`src/rtl/i2c_slave_pkg.sv`:
```
// Shared types and constants for the I2C slave storage block.
package i2c_slave_pkg;

    localparam int unsigned ADDR_W = 7;
    // Count field is wide enough for any practical FIFO depth.
    localparam int unsigned CNT_W  = 32;

    typedef logic [7:0] byte_t;

    typedef struct packed {
        logic [CNT_W-1:0] count;
        logic             empty;
        logic             full;
        logic             ovf;
        logic             udf;
    } fifo_status_t;

    function automatic int unsigned ptr_width(int unsigned depth);
        return $clog2(depth) + 1;
    endfunction

endpackage

```
`src/rtl/i2c_byte_fifo.sv`:
```
// Byte FIFO with registered read data, sticky overflow/underflow flags and synchronous flush.
module i2c_byte_fifo
    import i2c_slave_pkg::*;
#(
    parameter int unsigned Depth = 256
) (
    input  logic         clk,
    input  logic         rst_n,
    input  logic         wr_en_i,
    input  logic [7:0]   wdata_i,
    input  logic         rd_en_i,
    input  logic         flush_i,
    output logic [7:0]   rdata_o,
    output logic         rvalid_o,
    output fifo_status_t status_o
);

    localparam int unsigned W  = $clog2(Depth);
    localparam int unsigned PW = ptr_width(Depth);

    logic [PW-1:0] wptr_q, wptr_d, rptr_q, rptr_d;
    byte_t         rdata_q, rdata_d;
    logic          rvalid_q, rvalid_d;
    logic          ovf_q, ovf_d, udf_q, udf_d;
    byte_t         mem_q [Depth];

    logic empty, full, push, pop;

    always_comb begin
        empty = (wptr_q == rptr_q);
        full  = (wptr_q[W-1:0] == rptr_q[W-1:0]) && (wptr_q[W] != rptr_q[W]);
        pop   = rd_en_i && !empty && !flush_i;
        // A pop in the same cycle frees the slot, so a push into a full FIFO still lands.
        push  = wr_en_i && (!full || pop) && !flush_i;

        wptr_d   = wptr_q;
        rptr_d   = rptr_q;
        rdata_d  = rdata_q;
        rvalid_d = 1'b0;
        ovf_d    = ovf_q;
        udf_d    = udf_q;

        if (flush_i) begin
            wptr_d = '0;
            rptr_d = '0;
            ovf_d  = 1'b0;
            udf_d  = 1'b0;
        end else begin
            if (pop) begin
                rptr_d   = rptr_q + PW'(1);
                rdata_d  = mem_q[rptr_q[W-1:0]];
                rvalid_d = 1'b1;
            end else if (rd_en_i) begin
                udf_d = 1'b1;
            end
            if (push) begin
                wptr_d = wptr_q + PW'(1);
            end else if (wr_en_i) begin
                ovf_d = 1'b1;
            end
        end
    end

    always_ff @(posedge clk or negedge rst_n) begin
        if (!rst_n) begin
            wptr_q   <= '0;
            rptr_q   <= '0;
            rdata_q  <= '0;
            rvalid_q <= 1'b0;
            ovf_q    <= 1'b0;
            udf_q    <= 1'b0;
        end else begin
            wptr_q   <= wptr_d;
            rptr_q   <= rptr_d;
            rdata_q  <= rdata_d;
            rvalid_q <= rvalid_d;
            ovf_q    <= ovf_d;
            udf_q    <= udf_d;
        end
    end

    always_ff @(posedge clk) begin
        if (push) begin
            mem_q[wptr_q[W-1:0]] <= wdata_i;
        end
    end

    always_comb begin
        status_o.count = CNT_W'(wptr_q - rptr_q);
        status_o.empty = empty;
        status_o.full  = full;
        status_o.ovf   = ovf_q;
        status_o.udf   = udf_q;
    end

    assign rdata_o  = rdata_q;
    assign rvalid_o = rvalid_q;

endmodule

```
`src/rtl/i2c_slave_intf.sv`:
```
// Storage and status behind the I2C slave model: slave address register plus RX and TX byte FIFOs.
module i2c_slave_intf
    import i2c_slave_pkg::*;
#(
    parameter int unsigned        G_SLAVE_I2C_FIFO_WIDTH = 256,
    parameter logic [ADDR_W-1:0]  G_SLAVE_ADDR_RST       = 7'h00,
    localparam int unsigned       W                      = $clog2(G_SLAVE_I2C_FIFO_WIDTH)
) (
    input  logic              clk,
    input  logic              rst_n,
    input  logic              addr_wr_i,
    input  logic [ADDR_W-1:0] addr_wdata_i,
    output logic [ADDR_W-1:0] slave_addr_o,
    input  logic              rx_wr_en_i,
    input  logic [7:0]        rx_wdata_i,
    input  logic              rx_rd_en_i,
    output logic [7:0]        rx_rdata_o,
    output logic              rx_rvalid_o,
    input  logic              rx_flush_i,
    output logic [W:0]        rx_count_o,
    output logic              rx_empty_o,
    output logic              rx_full_o,
    output logic              rx_ovf_o,
    output logic              rx_udf_o,
    input  logic              tx_wr_en_i,
    input  logic [7:0]        tx_wdata_i,
    input  logic              tx_rd_en_i,
    output logic [7:0]        tx_rdata_o,
    output logic              tx_rvalid_o,
    input  logic              tx_flush_i,
    output logic [W:0]        tx_count_o,
    output logic              tx_empty_o,
    output logic              tx_full_o,
    output logic              tx_ovf_o,
    output logic              tx_udf_o
);

    logic [ADDR_W-1:0] slave_addr_q, slave_addr_d;
    fifo_status_t      rx_st, tx_st;
    logic              unused_cnt_bits;

    always_comb begin
        slave_addr_d = slave_addr_q;
        if (addr_wr_i) begin
            slave_addr_d = addr_wdata_i;
        end
    end

    always_ff @(posedge clk or negedge rst_n) begin
        if (!rst_n) begin
            slave_addr_q <= G_SLAVE_ADDR_RST;
        end else begin
            slave_addr_q <= slave_addr_d;
        end
    end

    assign slave_addr_o = slave_addr_q;

    i2c_byte_fifo #(
        .Depth (G_SLAVE_I2C_FIFO_WIDTH)
    ) u_rx_fifo (
        .clk      (clk),
        .rst_n    (rst_n),
        .wr_en_i  (rx_wr_en_i),
        .wdata_i  (rx_wdata_i),
        .rd_en_i  (rx_rd_en_i),
        .flush_i  (rx_flush_i),
        .rdata_o  (rx_rdata_o),
        .rvalid_o (rx_rvalid_o),
        .status_o (rx_st)
    );

    i2c_byte_fifo #(
        .Depth (G_SLAVE_I2C_FIFO_WIDTH)
    ) u_tx_fifo (
        .clk      (clk),
        .rst_n    (rst_n),
        .wr_en_i  (tx_wr_en_i),
        .wdata_i  (tx_wdata_i),
        .rd_en_i  (tx_rd_en_i),
        .flush_i  (tx_flush_i),
        .rdata_o  (tx_rdata_o),
        .rvalid_o (tx_rvalid_o),
        .status_o (tx_st)
    );

    assign rx_count_o = rx_st.count[W:0];
    assign rx_empty_o = rx_st.empty;
    assign rx_full_o  = rx_st.full;
    assign rx_ovf_o   = rx_st.ovf;
    assign rx_udf_o   = rx_st.udf;

    assign tx_count_o = tx_st.count[W:0];
    assign tx_empty_o = tx_st.empty;
    assign tx_full_o  = tx_st.full;
    assign tx_ovf_o   = tx_st.ovf;
    assign tx_udf_o   = tx_st.udf;

    // Upper count bits are always zero for the configured depth.
    assign unused_cnt_bits = ^{rx_st.count[CNT_W-1:W+1], tx_st.count[CNT_W-1:W+1]};

endmodule

```
`config.mk`:
```
export PLATFORM = sky130hd
export DESIGN_NAME = i2c_slave_intf
export DESIGN_NICKNAME = d
export VERILOG_FILES = /design/src/rtl/i2c_slave_pkg.sv /design/src/rtl/i2c_byte_fifo.sv /design/src/rtl/i2c_slave_intf.sv
export SDC_FILE = /design/constraint.sdc
export NUM_CORES = 2
export LEC_CHECK = 0
export ABC_CLOCK_PERIOD_IN_PS = 12980
export CAP_MARGIN = 40
export CORE_UTILIZATION = 40
export CTS_BUF_LIST = sky130_fd_sc_hd__clkbuf_2
export DETAILED_ROUTE_END_ITERATION = 10
export PLACE_DENSITY = 0.58
export SLEW_MARGIN = 20
export SYNTH_ARGS = -nofsm -noshare
export SYNTH_HDL_FRONTEND = slang
export SYNTH_SLANG_ARGS = --single-unit
```
`constraint.sdc`:
```
create_clock -name clk -period 12.98 [get_ports clk]
set_clock_uncertainty 0.05 [all_clocks]
set_input_delay 3.894 -clock clk [delete_from_list [all_inputs] [get_ports clk]]
set_output_delay 3.894 -clock clk [all_outputs]
set_load 0.02 [all_outputs]
```
==> Implementation_results.wiki <==
{| class="wikitable"
! Metric !! Value
|-
| Run status || finished, final reports clean
|-
| Post-DP HPWL || 264000 um
|-
| Hold/Removal Path Class || reg2reg
|-
| Number of global-route vias before repair || 87.5k
|-
| Clock transition at the registers of the reported paths || 100 ps
|-
| Clock latency reported for the late side of the worst-skew pair || 2170 ps
|-
| Post-synth design cell area || 163000 sq um
|-
| Reported max-cap violation count || 0
|-
| WP data arrival || 6000 ps
|-
| Core Area || 404000 sq um
|-
| Maximum clock frequency || 0.101 GHz
|-
| Multi-input logic area || 35400 sq um
|-
| CTS root buf || sky130_fd_sc_hd__clkbuf_2
|-
| Critical setup path kind || reg2out
|-
| Final count of hold timing violations || 0
|-
| Total number of vias || 85.1k
|-
| YS warnings || 0
|-
| Fin crit share || 76.6%
|-
| Setup TNS || 0 ps
|-
| Router iterations before antenna repair || 6
|-
| Required time worst endpoint || 9040 ps
|-
| Number of gates resized after CTS || 0
|-
| Sequential fraction of design power || 55.3%
|-
| Number of synthesized flops with an enable pin || 4096
|-
| Wire length of the first global-routing pass || 635000 um
|-
| DIE HEIGHT || 640 um
|-
| Relative slew margins || 24.1%
|-
| Number of antenna violations at the first check in global routing || 23
|-
| Horizontal die dimension || 640 um
|-
| Post-route ant nets || 0
|-
| GRT Residual Overflow || 0
|-
| Reg area || 125000 sq um
|-
| Routability congestion estimate from global placement || 0.870
|-
| Core Rows || 233
|-
| Mean Syn Cell Area || 20.9 sq um
|-
| Total global-route track usage || 21.7%
|-
| Routed vias/inst || 5.71
|-
| Transition at the pin with the smallest max-transition slack || 1140 ps
|-
| Effective utilization at floorplan || 40.3%
|-
| Type of destination of the critical path || output port
|-
| Final-layout fill cell count || 34.7k
|-
| Clock tree buffer depth || 5
|-
| Share of flip-flops with an asynchronous set or reset || 1.56%
|-
| Worst vdd ir || 0.000101 V
|-
| # clock sinks || 4161
|-
| Post-route cell area || 180000 sq um
|-
| Htree depth || 7
|-
| Register bit count reported by yosys || 4161
|-
| Maximum fanout count along the critical path || 31
|-
| Pin count of the biggest net entering global routing || 167
|-
| Count of different cell masters after synthesis || 67
|-
| Number of top-level pins || 83
|-
| Startpoint kind of the worst setup timing path || register
|-
| Switch Pwr || 7210 uW
|-
| Share of layout cells above drive strength 1 || 30.1%
|-
| Combinational group share of total power || 12.7%
|-
| Post-layout minimum cycle time || 9940 ps
|-
| Power per Cell Area || 150 nW/um^2
|-
| Hold-fix buffers at CTS || 0
|-
| TritonCTS clock tree || done
|-
| Residual DRC count || 0
|-
| Fraction of power consumed by the clock network || 32.0%
|-
| Net total in the final layout || 8838
|-
| Sw Share || 26.8%
|-
| Total CTS buffers || 1115
|-
| Net count of the mapped netlist || 7858
|-
| Fraction of the yosys area taken by sequential cells || 76.6%
|-
| Setup violations, final || 0
|-
| Layout area overhead || 10.4%
|-
| Synthesized instance count || 7798
|-
| Total setup buffers inserted after CTS || 0
|-
| Internal power consumption || 19700 uW
|-
| Number of max-slew violations in the final report || 0
|-
| Count of routing violations after the opening detailed-route iteration || 10.1k
|-
| Placed instance area || 170000 sq um
|-
| Full die area || 409000 sq um
|-
| IO buf count || 82
|-
| Pleak || 0.0557 uW
|-
| WL per Instance || 29.8 um
|-
| Ys flop type || sky130_fd_sc_hd__edfxtp_1
|-
| RSZ-0062 raised after global routing || no
|-
| Final wirelength || 444000 um
|}
-- state kept, by name, summed over array words and instances, names as in the netlist, 7 cells and up --
register	flops
u_tx_fifo.rptr_q	9
u_rx_fifo.rdata_o	8
u_tx_fifo.rdata_o	8
u_tx_fifo.wptr_q	9
u_rx_fifo.wptr_q	9
u_rx_fifo.mem_q	2048
u_rx_fifo.rptr_q	9
u_tx_fifo.mem_q	2048
slave_addr_o	7
-- worst max-delay path: stages, from the launching register on --
cell,delay (ps)
sky130_fd_sc_hd__dfrtp_4,780
sky130_fd_sc_hd__clkinv_2,660
sky130_fd_sc_hd__ha_1,560
sky130_fd_sc_hd__o21ai_0,140
sky130_fd_sc_hd__a21boi_0,170
sky130_fd_sc_hd__o21ai_0,180
sky130_fd_sc_hd__nand2b_1,110
sky130_fd_sc_hd__a21o_1,190
sky130_fd_sc_hd__a21oi_1,180
sky130_fd_sc_hd__xnor2_1,160
sky130_fd_sc_hd__clkdlybuf4s50_1,640
-- kinds of logic (layout without fill, tap and decap cells) --
group / Yosys count / in the layout / share of synthesized area, %
DFF: 4161 / 4161 / 76.6
muxes: 1376 / 1376 / 15.7
and+or+nand+nor: 1044 / 1044 / 2.63
AOI/OAI and AO/OA: 653 / 653 / 2.82
buffers and inverters: 491 / 2177 / 1.73
xor gates and xnor gates: 45 / 45 / 0.242
adders and majority gates: 28 / 28 / 0.225
other: 0 / 17 / 0
-- metal layers --
metal	routed length (um)	part of all wire, %	GRT usage (%)
met5	27	0.0061	0
met4	16400	3.7	9.81
met3	36100	8.1	4.88
met2	210000	47	33.5
met1	182000	41	29.5
-- Yosys cell counts, drive strengths merged, types with 4 or more instances --
master,n,share of area [%]
and2,14,0.054
clkinv,4,0.0092
o311ai,17,0.092
a22o,14,0.075
a22oi,28,0.13
xnor2,32,0.17
a21oi,141,0.43
a311o,4,0.025
or3,5,0.019
ha,26,0.20
edfxtp,4096,76
o2111ai,5,0.027
nor4,14,0.054
nor2,640,1.5
nand2b,8,0.031
mux2,8,0.055
mux4,946,13
a21o,4,0.018
buf,247,1.2
mux2i,422,2.6
o22ai,85,0.33
xor2,13,0.070
nor2b,24,0.092
o21ai,77,0.24
o221ai,159,0.86
a31oi,17,0.065
nand3,36,0.11
o211ai,6,0.028
nor3,65,0.20
nand4,19,0.073
a221o,6,0.037
o31ai,10,0.046
nand2,209,0.48
dfrtp,65,1.0
a221oi,27,0.16
a211oi,23,0.11
inv,29,0.067
clkbuf,211,0.49
-- power groups by stage --
stage                     clock network, uW  logic [uW]  registers (uW)
final                                  8610        3410           14900
after global routing                   9490        3590           14900
after CTS                              8840        3420           14900
after detailed placement                  0        3420           15200
after floorplan                           0        2390           15100
after global placement                    0        3380           15200
-- stage by stage --
stage / cells / power (uW) / util, % / hold slack (ps) / worst slack, ps
floorplan: 7798 / 17500 / - / 474 / 6050
global placement: 13000 / 18500 / 41.9 / 446 / 4800
detailed placement: 13000 / 18600 / 42.1 / 450 / 4920
CTS: 14900 / 27100 / 44.4 / 469 / 2870
global route: 14900 / 27900 / 44.5 / 504 / 2730
finish: 14900 / 26900 / 44.5 / 462 / 3040
-- layout by cell type (no fill, tap or decap), types with 25 or more instances in the layout --
master	Yosys	layout
sky130_fd_sc_hd__a21oi_1	141	141
sky130_fd_sc_hd__a22oi_1	28	28
sky130_fd_sc_hd__buf_16	0	27
sky130_fd_sc_hd__buf_4	38	165
sky130_fd_sc_hd__clkbuf_2	0	1507
sky130_fd_sc_hd__clkdlybuf4s50_1	0	65
sky130_fd_sc_hd__clkinv_1	4	235
sky130_fd_sc_hd__clkinv_2	0	44
sky130_fd_sc_hd__dfrtp_1	65	55
sky130_fd_sc_hd__edfxtp_1	4096	4096
sky130_fd_sc_hd__ha_1	26	26
sky130_fd_sc_hd__inv_1	26	25
sky130_fd_sc_hd__inv_2	3	28
sky130_fd_sc_hd__mux2i_1	422	422
sky130_fd_sc_hd__mux4_2	946	946
sky130_fd_sc_hd__nand2_1	209	192
sky130_fd_sc_hd__nand3_1	36	32
sky130_fd_sc_hd__nor2_1	640	638
sky130_fd_sc_hd__nor3_1	65	65
sky130_fd_sc_hd__o21ai_0	70	69
sky130_fd_sc_hd__o221ai_1	159	159
sky130_fd_sc_hd__o22ai_1	85	85
sky130_fd_sc_hd__xnor2_1	32	32
-- final cells by class --
cell class                      count  area share, %
Timing Repair Buffer              321           1.99
Clock inverter                    317          0.863
Tap cell                         5405           3.76
Multi-Input combinational cell   3146           19.7
Inverter                           33         0.0766
Sequential cell                  4161           69.4
Clock buffer                     1506           4.19
Antenna cell                       17         0.0237
-- path summary, 6_finish.rpt --
check	from	endpoint	slack, ps	cells past startpoint
setup / recovery	u_rx_fifo.rptr_q[2]	rx_count_o[7]	3040	10
setup reg to reg	u_tx_fifo.rptr_q[0]	u_tx_fifo.rdata_o[4]	7200	11
hold / removal	slave_addr_o[2]	slave_addr_o[2]	460	1
min in group asynchronous	rst_n	u_tx_fifo.rptr_q[1]	1660	1
max in group asynchronous	rst_n	u_rx_fifo.rptr_q[0]	9760	2
hold reg to reg	slave_addr_o[2]	slave_addr_o[2]	460	1
No activity file was read; power rests on OpenSTA's default activity.
